`src/rtl/fifo_rd_pkg.sv`:
```
// Shared types for the FIFO burst reader.
package fifo_rd_pkg;

  typedef enum logic [1:0] {
    IDLE = 2'd0,
    RUN  = 2'd1,
    DONE = 2'd2
  } rd_state_t;

endpackage

```
`src/rtl/skid_buf2.sv`:
```
// Two-entry FIFO-ordered output buffer; head is presented while count is non-zero.
module skid_buf2 #(
  parameter int W = 8
) (
  input  logic         clk,
  input  logic         rst,
  input  logic         push,
  input  logic [W-1:0] push_data,
  input  logic         pop,
  output logic [1:0]   count,
  output logic [W-1:0] head
);

  logic [W-1:0] ent0;
  logic [W-1:0] ent1;
  logic         pop_ok;

  assign pop_ok = pop && (count != 2'd0);
  assign head   = (count != 2'd0) ? ent0 : '0;

  // The producer never pushes into a full buffer without a simultaneous pop.
  always_ff @(posedge clk) begin
    if (rst) begin
      count <= 2'd0;
      ent0  <= '0;
      ent1  <= '0;
    end else begin
      case ({push, pop_ok})
        2'b10: begin
          if (count == 2'd0) ent0 <= push_data;
          else               ent1 <= push_data;
          count <= count + 2'd1;
        end
        2'b01: begin
          ent0  <= ent1;
          count <= count - 2'd1;
        end
        2'b11: begin
          if (count == 2'd1) begin
            ent0 <= push_data;
          end else begin
            ent0 <= ent1;
            ent1 <= push_data;
          end
        end
        default: ;
      endcase
    end
  end

endmodule

```
`src/rtl/fifo_burst_reader.sv`:
```
// Drains a commanded burst from a 1-cycle-latency FIFO onto a valid/ready stream.
// Credits (buffer occupancy + in-flight read) keep at most two words outstanding.
module fifo_burst_reader
  import fifo_rd_pkg::*;
#(
  parameter  int DATA_WIDTH = 8,
  parameter  int MAX_LEN    = 8,
  localparam int LEN_W      = $clog2(MAX_LEN + 1)
) (
  input  logic                  clk,
  input  logic                  rst,
  input  logic                  start,
  input  logic [LEN_W-1:0]      len,
  output logic                  busy,
  output logic                  done,
  output logic                  fifo_rden,
  input  logic                  fifo_empty,
  input  logic [DATA_WIDTH-1:0] fifo_rdata,
  output logic                  m_valid,
  input  logic                  m_ready,
  output logic [DATA_WIDTH-1:0] m_data,
  output logic                  m_last
);

  rd_state_t        state;
  logic [LEN_W-1:0] issue_cnt;
  logic [LEN_W-1:0] out_cnt;
  logic             inflight;
  logic [1:0]       buf_cnt;
  logic             pop;
  logic [2:0]       credits_used;
  logic [2:0]       credits_free;

  assign pop          = m_valid && m_ready;
  assign credits_used = {1'b0, buf_cnt} + {2'b00, inflight};
  assign credits_free = 3'd2 + {2'b00, pop};

  assign fifo_rden = (state == RUN) && (issue_cnt != '0) && !fifo_empty &&
                     (credits_used < credits_free);

  assign busy    = (state == RUN);
  assign done    = (state == DONE);
  assign m_valid = (buf_cnt != 2'd0);
  assign m_last  = m_valid && (out_cnt == LEN_W'(1));

  always_ff @(posedge clk) begin
    if (rst) begin
      state     <= IDLE;
      issue_cnt <= '0;
      out_cnt   <= '0;
      inflight  <= 1'b0;
    end else begin
      inflight <= fifo_rden;
      case (state)
        IDLE: begin
          if (start) begin
            if (len != '0) begin
              state     <= RUN;
              issue_cnt <= len;
              out_cnt   <= len;
            end else begin
              state <= DONE;
            end
          end
        end
        RUN: begin
          if (fifo_rden) issue_cnt <= issue_cnt - LEN_W'(1);
          if (pop) begin
            out_cnt <= out_cnt - LEN_W'(1);
            if (out_cnt == LEN_W'(1)) state <= DONE;
          end
        end
        DONE:    state <= IDLE;
        default: state <= IDLE;
      endcase
    end
  end

  skid_buf2 #(.W(DATA_WIDTH)) u_out_buf (
    .clk       (clk),
    .rst       (rst),
    .push      (inflight),
    .push_data (fifo_rdata),
    .pop       (pop),
    .count     (buf_cnt),
    .head      (m_data)
  );

endmodule

```
`config.mk`:
```
export PLATFORM = sky130hd
export DESIGN_NAME = fifo_burst_reader
export DESIGN_NICKNAME = d
export VERILOG_FILES = /design/src/rtl/fifo_rd_pkg.sv /design/src/rtl/skid_buf2.sv /design/src/rtl/fifo_burst_reader.sv
export SDC_FILE = /design/constraint.sdc
export NUM_CORES = 1
export LEC_CHECK = 0
export BUFFER_PORTS_ARGS = -buffer_cell sky130_fd_sc_hd__buf_2
export CORE_MARGIN = 2
export CORE_UTILIZATION = 52
export CTS_BUF_LIST = sky130_fd_sc_hd__clkbuf_2 sky130_fd_sc_hd__clkbuf_4 sky130_fd_sc_hd__clkbuf_8
export CTS_CLUSTER_DIAMETER = 120
export DETAILED_ROUTE_END_ITERATION = 10
export HOLD_SLACK_MARGIN = 0.06
export MAX_ROUTING_LAYER = met4
export PLACE_DENSITY = 0.78
export SETUP_SLACK_MARGIN = 0.1
export SLEW_MARGIN = 20
export SYNTH_ARGS = -nofsm -noshare
export SYNTH_HDL_FRONTEND = slang
export SYNTH_SLANG_ARGS = --single-unit
```
`constraint.sdc`:
```
create_clock -name clk -period 2.3 [get_ports clk]
set_clock_uncertainty 0.15 [all_clocks]
set_input_delay 0.46 -clock clk [delete_from_list [all_inputs] [get_ports clk]]
set_output_delay 0.46 -clock clk [all_outputs]
set_load 0.02 [all_outputs]
```
[After elaboration in Yosys (flattened, before gate mapping)]
Cells that the tools add are included.
Storage, ports and cells
  register bits after elaboration: 29
Operators by class
  $lt $le $gt $ge: 1
  reductions and logical operators: 21
  mux-type cells: 19
  equality and inequality tests: 15
  add/subtract/negate cells: 6
Operators by type and width (number)
  two-way mux 8 bit: 5
  one-hot mux 8 bit (3 select lines): 1
  two-way mux 4 bit: 4
  one-hot mux 4 bit (2 select lines): 2
  one-hot mux 8 bit (2 select lines): 1
  two-way mux 2 bit: 4
  != test 2 x 1 -> 1 bit, second input constant: 4
  != test 2 bit, second input constant: 4
  one-hot mux 2 bit (2 select lines): 2
  AND reduction 4 bit: 2
  nonzero test 2 bit: 4
  nonzero test 4 bit: 2
  subtractor 4 x 1 -> 4 bit, second input constant: 2
  equality test 2 x 1 -> 1 bit, second input constant: 3
  equality test 2 bit, second input constant: 3
  logical AND 1 bit: 6
  AND reduction 3 bit: 2
  equality test 4 x 1 -> 1 bit, second input constant: 1
  logical NOT 2 bit: 2
  adder 2 x 1 -> 3 bit: 1
  adder 2 x 1 -> 3 bit, first input constant: 1
  less-than comparator 3 bit: 1
  nonzero test 3 bit: 1
  adder 2 x 1 -> 2 bit, second input constant: 1
  other kinds (3): 3

[Depth between registers and ports, before layout]
Gate-level depths: netlist of run 1.
  depth in word-level cells: 7
  mapped depth: 9
  gate-level depth less buffers: 9

[Modules after synthesis]
From an unflattened synthesis of run 1, not the netlist that was laid out.
Unflattened totals
  cells, all modules: 186
  area total of the unflattened synthesis: 1589.0 um^2
Modules (own cells, without submodules)
  skid_buf2: area an instance 827.0 um^2, cells each 96, seq. area each 360.3 um^2, times used 1
  fifo_burst_reader: area an instance 762.0 um^2, cells each 90, seq. area each 220.2 um^2, times used 1

[Worst setup path after synthesis of run 1]
Ideal clock, no wire load.
  path type: flip-flop to flip-flop
  start: reg u_out_buf.count[0]
  end: reg u_out_buf.ent1[0]
  stages on the path, launching flop included: 10
  arrival: 2087 ps
  period minus slack after synthesis: 2365 ps
  setup slack: -65 ps
  setup time: 128 ps
  buffers on the path: 0
  cell sequence: dfxtp_1 inv_1 ha_1 and2b_1 clkinv_1 ha_1 nor2b_1 o21ai_2 mux2i_1 nor2_1
Between the ends
  longest elaborated chain between the ends: 6
Ends and longest elaborated chain
  from (decl): line skid_buf2.sv:10  | output logic [1:0] count,
  from (signal assigned): line skid_buf2.sv:32  | count <= count + 2'd1;
  from (signal assigned): line skid_buf2.sv:36  | count <= count - 2'd1;
  nonzero test 2 bit: line skid_buf2.sv:18, fifo_burst_reader.sv:43
  logical AND 1 bit: line fifo_burst_reader.sv:34  | assign pop = m_valid && m_ready;
  logical AND 1 bit: line skid_buf2.sv:18  | assign pop_ok = pop && (count != 2'd0);
  equality test 2 bit: line skid_buf2.sv:28  | case ({push, pop_ok})
  != test 2 bit (no line) / nonzero test 2 bit (equally long branches)
  AND reduction 3 bit (no line)
  to (signal assigned): line skid_buf2.sv:31  | else ent1 <= push_data;
  to (signal assigned): line skid_buf2.sv:43  | ent1 <= push_data;
  to (decl): line skid_buf2.sv:15  | logic [W-1:0] ent1;
Parallel ways exist; a longest one is shown, timed or not.
A chain may end at the register's enable or synchronous reset.

[Worst setup path in the final report of run 1]
  start: reg u_out_buf.count[1]
  end: out fifo_rden
Between the ends
  longest elaborated chain between the ends: 5
Ends and longest elaborated chain
  nonzero test 2 bit: line fifo_burst_reader.sv:43  | assign m_valid = (buf_cnt != 2'd0);
  logical AND 1 bit: line fifo_burst_reader.sv:34
  adder 2 x 1 -> 3 bit: line fifo_burst_reader.sv:36  | assign credits_free = 3'd2 + {2'b00, pop};
  less-than comparator 3 bit (*): line fifo_burst_reader.sv:39  | (credits_used < credits_free);
  logical AND 1 bit (*): line fifo_burst_reader.sv:38  | assign fifo_rden = (state == RUN) && (issue_cnt != '0) && !fifo_empty &&
  to (decl): line fifo_burst_reader.sv:16  | output logic fifo_rden,
Every way passes the cells marked *; elsewhere a longest branch is shown, timed or not.

==> impl_metrics.json, run 1 <==
{
  "status": "complete, no violations",
  "r2r_slack_ps": 100,
  "antenna_found_initial": 0,
  "grt_util_all_layers": 0.252,
  "drc": 0,
  "comb_power_share": 0.450,
  "wl_per_cell_um": 14.5,
  "cp_max_fo": 2,
  "finalHoldViolations": 0,
  "numCtsBuffers": 5,
  "core_um2": 3030,
  "synth_top_area_frac": 0.355,
  "totalWireLength_um": 3990,
  "pin_count": 30,
  "die-area_um2": 3610,
  "grt_pass1_wl_um": 6470,
  "row_count": 20,
  "end_kind": "output pin",
  "p_clk_frac": 0.241,
  "synth_edf_count": 0,
  "internal-power_w": 0.00140,
  "start_kind": "flip-flop",
  "cts_root_buf": "clkbuf_4",
  "yosys-top-cells-area": "dfxtp_1 (36%), ha_1 (7.7%), nor2_1 (6.2%)",
  "final_max_slew_viol_count": 0,
  "dpl-instance-area_um2": 1850,
  "dr.pass1.iters": 5,
  "grt_pass1_vias": 1443,
  "yosys_most_used_dff": "dfxtp_1",
  "maxCapViolations": 0,
  "initial_core_util": 0.540,
  "period_needed_ps": 2270,
  "ys_types": 50,
  "p_sw_w": 0.000795,
  "io_buffers": 29,
  "period_share": 0.987,
  "dieWidth_um": 60.1,
  "layout-drive-gt1-share": 0.355,
  "cts_tree": "built",
  "grt_max_degree": 19,
  "ctsLongestPathBuffers": 2,
  "place_congestion": 0.815,
  "hold_class": "in -> reg",
  "synth.net_count": 212,
  "fillCellCount": 249,
  "area_growth_pct": 29.6,
  "syn_area_per_cell_um2": 8.83,
  "dr_total_vias": 1528,
  "layout.nets": 257,
  "stdcell_count": 275,
  "relSlewSlack": 0.734,
  "hold_depth": 3,
  "synth_largest_area_cell": "dfxtp_1",
  "dp_hpwl_um": 2580,
  "pwr-share-seq": 0.309,
  "netlist_instances": 185,
  "power_density_nw_per_um2": 1040,
  "syn_area_um2": 1630,
  "crit_type": "reg -> out",
  "drtAntennaViolNets": 0,
  "p_sw_frac": 0.361,
  "ys_ff_latch": 29,
  "leakage_nw": 0.949,
  "fmax_ghz": 0.441,
  "ys.warnings.count": 0,
  "clk-insertion-delay-late_ps": 340,
  "yosysMostFrequentCell": "dfxtp_1",
  "drtIter0Drc": 97,
  "htree_levels": 2,
  "synth_seq_area_share": 0.355,
  "die_y_um": 60.1,
  "synthTopCellsByCount": "dfxtp_1 (29), nor2_1 (27), inv_1 (15)",
  "antenna_cells": 0,
  "grt_overflow": 0,
  "total_power_w": 0.00220,
  "setup_violations": 0,
  "cp.required_ps": 1690,
  "peakVddDrop_mv": 0.634,
  "final_core_util": 0.700,
  "cts.hold.buffers_added": 0,
  "clkSinkCount": 29,
  "worst_pin_slew_ps": 394,
  "dpl.cell_count": 257,
  "worstPathArrival_ps": 1660,
  "r2r_cells": 13,
  "clk_pin_slew_ps": 100,
  "async_flop_share": 0,
  "grt_setup_unrepaired": "true",
  "routed_via_density": 5.56,
  "fin_area_um2": 2120
}
stage by stage:
stage	TNS (ps)	setup WS [ps]	hold WS, ps
after floorplan	0	135	282
after global placement	0	135	302
after detailed placement	0	82.1	309
after CTS	0	50.9	218
after global routing	-21.7	-21.7	206
final	0	29.9	217
power by group through the flow:
| stage | sequential, W | clock, W | combinational [W] |
|---|---|---|---|
| 3_5_place_dp | 0.000683 | 0 | 0.000794 |
| 5_1_grt | 0.000694 | 0.000558 | 0.00108 |
| 3_3_place_gp | 0.000681 | 0 | 0.000783 |
| 4_1_cts | 0.000675 | 0.000533 | 0.000932 |
| 2_1_floorplan | 0.000664 | 0 | 0.000601 |
| 6_report | 0.000680 | 0.000530 | 0.000989 |
metal layers:
metal / vias up / global-route usage / share of wire
met5: - / - / 0
met4: 0 / 0.0889 / 0.019
met3: 10 / 0.0671 / 0.046
met2: 43 / 0.432 / 0.52
met1: 715 / 0.280 / 0.42
li1: 760 / - / -
area by class of cell:
cell class | instances | area [um^2] | area share
tap | 44 | 55.1 | 0.0260
clock buffer | 5 | 37.5 | 0.0177
inverter | 17 | 65.1 | 0.0307
sequential | 29 | 586 | 0.276
multi-input combinational | 130 | 1020 | 0.480
timing repair buffer | 47 | 294 | 0.139
clock inverter | 3 | 65.1 | 0.0307
cell families after synthesis:
family	after synthesis	share of synthesized area
compound gates	38	0.200
xor+xnor	2	0.0107
fa+ha+maj	10	0.0766
buf+inv	26	0.0727
flops	29	0.355
mux	9	0.0551
simple gates	71	0.230
path summary, 6_finish.rpt:
kind	startpoint	end
hold reg to reg	issue_cnt[3]	issue_cnt[3]
setup reg to reg	u_out_buf.count[1]	issue_cnt[0]
hold / removal	fifo_rdata[7]	u_out_buf.ent1[7]
setup / recovery	u_out_buf.count[1]	fifo_rden
worst max-delay path, stage by stage, from the launching register on:
cell and delay, ps:
dfxtp_2 340, buf_4 130, buf_4 130, ha_4 260, inv_2 30, o2111ai_2 220
inv_2 80, buf_6 130
what timing repair did:
action | 4_1_cts | 5_1_grt
buffers inserted | 9 | 1
resized for setup | 20 | 6
endpoints found under the setup margin | 9 | 18
pin swaps | 5 | 5
sequential cells by signal, summed over array words and instances (netlist names):
name             cells
u_out_buf.ent0       8
u_out_buf.count      2
inflight             1
state                2
u_out_buf.ent1       8
issue_cnt            4
out_cnt              4
placed cells by master, fill, tap and decap left out, types with 3 or more instances in the layout:
cell type  instances
nor2b_1            9
nor2_1            26
a21oi_1            4
a211oi_1           3
ha_1               5
buf_6              3
ha_4               3
nor3_1            14
nand2_1            4
inv_2              4
inv_1             12
buf_4             16
a222oi_1           8
dfxtp_2            4
mux2i_1            9
clkbuf_4           5
buf_2             28
dfxtp_1           25
No activity file was read; power rests on OpenSTA's default activity.
==> run 2: changes to the inputs <==
--- a/config.mk
+++ b/config.mk
@@ -5,15 +5,18 @@
 export SDC_FILE = /design/constraint.sdc
 export NUM_CORES = 1
 export LEC_CHECK = 0
+export ABC_CLOCK_PERIOD_IN_PS = 2300
 export BUFFER_PORTS_ARGS = -buffer_cell sky130_fd_sc_hd__buf_2
+export CELL_PAD_IN_SITES_DETAIL_PLACEMENT = 2
+export CELL_PAD_IN_SITES_GLOBAL_PLACEMENT = 2
 export CORE_MARGIN = 2
-export CORE_UTILIZATION = 52
+export CORE_UTILIZATION = 31
 export CTS_BUF_LIST = sky130_fd_sc_hd__clkbuf_2 sky130_fd_sc_hd__clkbuf_4 sky130_fd_sc_hd__clkbuf_8
 export CTS_CLUSTER_DIAMETER = 120
 export DETAILED_ROUTE_END_ITERATION = 10
 export HOLD_SLACK_MARGIN = 0.06
 export MAX_ROUTING_LAYER = met4
-export PLACE_DENSITY = 0.78
+export PLACE_DENSITY_LB_ADDON = 0.1
 export SETUP_SLACK_MARGIN = 0.1
 export SLEW_MARGIN = 20
 export SYNTH_ARGS = -nofsm -noshare
==> run 2 against run 1 <==
Non-clock buffer count decreased by 1; cell count increased by 9.1%; count of clock-buffer cells in the layout increased by 2.
==> impl_metrics.json, run 2 (synthesis gave the netlist of run 1 again) <==
{
  "antenna_cells": 0,
  "ctsLongestPathBuffers": 2,
  "drtIter0Drc": 119,
  "dr_total_vias": 1601,
  "dpl-instance-area_um2": 1880,
  "cpLargestDelayFamily": "adder cells",
  "start_kind": "flip-flop",
  "rr_startpoint": "u_out_buf.count[1]",
  "reg2reg_to": "u_out_buf.ent0[5]",
  "power_density_nw_per_um2": 1060,
  "comb_power_share": 0.460,
  "p_clk_frac": 0.243,
  "leakage_nw": 0.948,
  "clkSinkCount": 29,
  "row_count": 26,
  "crit_path_cell_trace": "buf_6 > ha_4 > ha_4 > inv_2 > o2111ai_4 > inv_2 > buf_6",
  "drc": 0,
  "p_sw_frac": 0.370,
  "post-route-worst-setup-slack_ps": 103,
  "grt_pass1_wl_um": 8430,
  "end_kind": "output pin",
  "layout.nets": 256,
  "cts_root_buf": "clkbuf_8",
  "htree_levels": 2,
  "dr.pass1.iters": 6,
  "worstPathArrival_ps": 1590,
  "final_max_slew_viol_count": 0,
  "r2r_slack_ps": 130,
  "totalWireLength_um": 5370,
  "numCtsBuffers": 5,
  "internal-power_w": 0.00147,
  "dpl.cell_count": 283,
  "place_congestion": 0.740,
  "antenna_found_initial": 0,
  "pwr-share-seq": 0.297,
  "period_share": 0.955,
  "grt_pass1_vias": 1647,
  "grt_max_degree": 30,
  "crit_slowest_cell": "dfxtp_2",
  "setup_violations": 0,
  "relSlewSlack": 0.616,
  "period_needed_ps": 2200,
  "io_buffers": 29,
  "final_common_cell": "buf_2",
  "clk_pin_slew_ps": 70,
  "r2r_cells": 10,
  "final.setup.tns_ps": 0,
  "hold_depth": 3,
  "layout-drive-gt1-share": 0.365,
  "clk-insertion-delay-late_ps": 280,
  "stdcell_count": 300,
  "routed_via_density": 5.34,
  "path_buf_inv": 4,
  "dieWidth_um": 76.6,
  "cts_tree": "built",
  "finalHoldViolations": 0,
  "area_growth_pct": 34.8,
  "p_sw_w": 0.000864,
  "cp-endpoint": "fifo_rden",
  "startpoint": "u_out_buf.count[0]",
  "worst_pin_slew_ps": 576,
  "slowest_delay_ps": 330,
  "wl_per_cell_um": 17.9,
  "cp.required_ps": 1690,
  "peakVddDrop_mv": 0.565,
  "status": "complete, no violations",
  "grt_setup_unrepaired": "true",
  "maxCapViolations": 0,
  "fillCellCount": 595,
  "cp_num_cells": 7,
  "cp_max_fo": 3,
  "pin_count": 30,
  "crit_type": "reg -> out",
  "die-area_um2": 5870,
  "fmax_ghz": 0.455,
  "die_y_um": 76.6,
  "fin_area_um2": 2200,
  "dp_hpwl_um": 3710,
  "final_cell_mix": "buf_2 (28), nor2_1 (27), dfxtp_1 (25)",
  "reg.largest.list": "u_out_buf.ent0 x8, u_out_buf.ent1 x8",
  "total_power_w": 0.00234,
  "hold_class": "in -> reg",
  "pre_cts_slack_ps": -15.8,
  "core_um2": 5110,
  "grt_util_all_layers": 0.188,
  "drtAntennaViolNets": 0,
  "grt_overflow": 0,
  "initial_core_util": 0.320
}
==> run 2: final cells by class <==
| type | count | area, um^2 | share of cell area |
|---|---|---|---|
| Multi-Input combinational cell | 130 | 1040 | 0.470 |
| Sequential cell | 29 | 586 | 0.266 |
| Timing Repair Buffer | 46 | 307 | 0.139 |
| Clock buffer | 7 | 90.1 | 0.0409 |
| Tap cell | 70 | 87.6 | 0.0398 |
| Inverter | 17 | 67.6 | 0.0307 |
| Clock inverter | 1 | 30.0 | 0.0136 |
==> run 2: per-layer routing <==
metal  track usage  share of wire  up-vias
met3        0.0438          0.026        6
met2         0.307           0.52       29
met1         0.233           0.45      804
li1              -              -      762
met4        0.0545          0.012        0
met5             -              0        -
==> run 2: how the worst min path moves through the flow <==
stage | start | end | slack (ps)
after floorplan | issue_cnt[3] | issue_cnt[3] | 280
after global placement | issue_cnt[3] | issue_cnt[3] | 300
after detailed placement | issue_cnt[3] | issue_cnt[3] | 340
after CTS | fifo_rdata[5] | u_out_buf.ent1[5] | 280
after global routing | fifo_rdata[1] | u_out_buf.ent1[1] | 290
final | fifo_rdata[0] | u_out_buf.ent1[0] | 290
==> run 2: power by group through the flow <==
stage                     Sequential [W]  Clock, W  Combinational (W)
after floorplan                 0.000664         0           0.000601
after global placement          0.000684         0           0.000820
after detailed placement        0.000692         0           0.000858
after CTS                       0.000687  0.000588           0.000960
after global routing            0.000707  0.000620            0.00119
final                           0.000693  0.000568            0.00108
==> run 2: timing repair <==
item | in CTS | in global routing
hold buffers | 0 | 0
pin swaps | 8 | 8
setup buffers | 5 | 5
gates resized for setup | 18 | 16
endpoints found under the setup margin | 17 | 13
==> run 2: metrics by stage <==
step	hold slack [ps]	utilization
after floorplan	282	-
after global placement	299	0.368
after detailed placement	341	0.368
after CTS	281	0.413
after global routing	292	0.431
final	289	0.431
==> run 2: worst register-to-register path, stage by stage, from the launching register on <==
cell and delay (ps):
dfxtp_2 360, inv_4 50, ha_4 150, and2b_4 290, ha_4 150, nor2b_4 170
a21oi_2 50, buf_6 140, buf_6 110, a222oi_1 330, nor3_1 90
==> run 3: changes to the inputs <==
--- a/config.mk
+++ b/config.mk
@@ -6,7 +6,8 @@
 export NUM_CORES = 1
 export LEC_CHECK = 0
 export ABC_CLOCK_PERIOD_IN_PS = 2300
-export BUFFER_PORTS_ARGS = -buffer_cell sky130_fd_sc_hd__buf_2
+export BUFFER_PORTS_ARGS = -buffer_cell sky130_fd_sc_hd__buf_4
+export CAP_MARGIN = 10
 export CELL_PAD_IN_SITES_DETAIL_PLACEMENT = 2
 export CELL_PAD_IN_SITES_GLOBAL_PLACEMENT = 2
 export CORE_MARGIN = 2
@@ -18,7 +19,7 @@
 export MAX_ROUTING_LAYER = met4
 export PLACE_DENSITY_LB_ADDON = 0.1
 export SETUP_SLACK_MARGIN = 0.1
-export SLEW_MARGIN = 20
+export SLEW_MARGIN = 30
 export SYNTH_ARGS = -nofsm -noshare
 export SYNTH_HDL_FRONTEND = slang
 export SYNTH_SLANG_ARGS = --single-unit
==> run 3 against run 2 <==
Core utilization is 0.32 points higher; register-to-register slack improved by 20 ps; sequential share of layout area decreased by 0.19 points; highest routed layer unchanged.
==> impl_metrics.json, run 3 (synthesis gave the netlist of run 1 again) <==
{
  "clkSinkCount": 29,
  "finalHoldViolations": 0,
  "slowest_delay_ps": 330,
  "cp.required_ps": 1690,
  "io_buffers": 29,
  "dp_hpwl_um": 3830,
  "start_kind": "flip-flop",
  "grt_util_all_layers": 0.194,
  "antenna_cells": 0,
  "worstPathArrival_ps": 1570,
  "hold_class": "in -> reg",
  "path_buf_inv": 4,
  "end_kind": "output pin",
  "dieWidth_um": 76.6,
  "final_cell_mix": "buf_4 (39), nor2_1 (27), dfxtp_1 (25)",
  "whs_ps": 271,
  "leakage_nw": 0.928,
  "dr_total_vias": 1565,
  "totalWireLength_um": 5370,
  "die-area_um2": 5870,
  "die_y_um": 76.6,
  "grt_setup_unrepaired": "true",
  "peakVddDrop_mv": 0.587,
  "setup_violations": 0,
  "clk-insertion-delay-late_ps": 280,
  "total_power_w": 0.00226,
  "dr.pass1.iters": 5,
  "final_common_cell": "buf_4",
  "dpl.cell_count": 281,
  "routed_via_density": 5.29,
  "row_count": 26,
  "place_congestion": 0.772,
  "cpLargestDelayFamily": "adder cells",
  "cts_root_buf": "clkbuf_8",
  "pin_count": 30,
  "final_max_slew_viol_count": 0,
  "crit_slowest_cell": "dfxtp_2",
  "cts.hold.buffers_added": 0,
  "grt_pass1_wl_um": 8760,
  "numCtsBuffers": 5,
  "htree_levels": 2,
  "ctsLongestPathBuffers": 2,
  "crit_type": "reg -> out",
  "clk_pin_slew_ps": 70,
  "drtAntennaViolNets": 0,
  "grt_max_degree": 30,
  "layout-drive-gt1-share": 0.354,
  "worst_pin_slew_ps": 484,
  "drtIter0Drc": 106,
  "layout.nets": 253,
  "drc": 0,
  "fmax_ghz": 0.458,
  "initial_core_util": 0.320,
  "grt_overflow": 0,
  "period_needed_ps": 2180,
  "cts_tree": "built",
  "area_growth_pct": 35.8,
  "maxCapViolations": 0,
  "core_um2": 5110,
  "antenna_found_initial": 0,
  "crit_path_cell_trace": "buf_6 > ha_4 > ha_4 > inv_2 > o2111ai_4 > inv_2 > buf_6",
  "reg.largest.list": "u_out_buf.ent0 x8, u_out_buf.ent1 x8",
  "status": "complete, no violations",
  "wl_per_cell_um": 18.1,
  "cp_max_fo": 2,
  "stdcell_count": 296,
  "power_density_nw_per_um2": 1020,
  "grt_pass1_vias": 1684,
  "relSlewSlack": 0.677,
  "period_share": 0.950
}
[run 3: power by group]
| group | internal [W] | switching, W |
|---|---|---|
| sequential | 0.000613 | 0.0000797 |
| combinational | 0.000528 | 0.000598 |
| clock | 0.000249 | 0.000195 |
[run 3: worst paths after layout]
path / from / to / slack [ps] / cells past startpoint
max: u_out_buf.count[0] / fifo_rden / 120 / 7
min: fifo_rdata[5] / u_out_buf.ent1[5] / 270 / 3
max reg2reg: u_out_buf.count[1] / u_out_buf.ent0[4] / 150 / 8
min reg2reg: u_out_buf.ent0[0] / u_out_buf.ent0[0] / 350 / 2
[run 3: routing by layer]
| layer | wire length, um | GRT usage | vias up |
|---|---|---|---|
| li1 | - | - | 747 |
| met1 | 2360 | 0.237 | 785 |
| met2 | 2760 | 0.328 | 26 |
| met3 | 195 | 0.0438 | 7 |
| met4 | 46 | 0.0436 | 0 |
| met5 | 0 | - | - |
[run 3: final cells by class]
cell class,count,area (um^2)
clock buffer,7,90.1
fill,582,2890
inverter,17,65.1
multi-input combinational,130,1040
sequential,29,586
tap,70,87.6
timing repair buffer,43,350
[run 3: through the flow]
step | instance area, um^2 | utilization | TNS [ps] | worst slack (ps)
2_1_floorplan | 1640 | - | 0 | 135
3_3_place_gp | 1940 | 0.380 | 0 | 63.2
3_5_place_dp | 1940 | 0.380 | -523 | -137
4_1_cts | 2170 | 0.425 | 0 | 104
5_1_grt | 2220 | 0.435 | 0 | 39.7
6_report | 2220 | 0.435 | 0 | 115
[run 3: tightest hold or removal path: cells and delay by family]
| family | cells | cell delay [ps] |
|---|---|---|
| AND/OR/NAND/NOR | 1 | 70 |
| multiplexers | 1 | 50 |
| buffers and inverters | 1 | 90 |
[run 3: timing repair]
action / 4_1_cts / 5_1_grt
gates resized for setup: 24 / 6
buffers inserted: 5 / 3
pin swaps: 5 / 7
endpoints found under the setup margin: 17 / 14
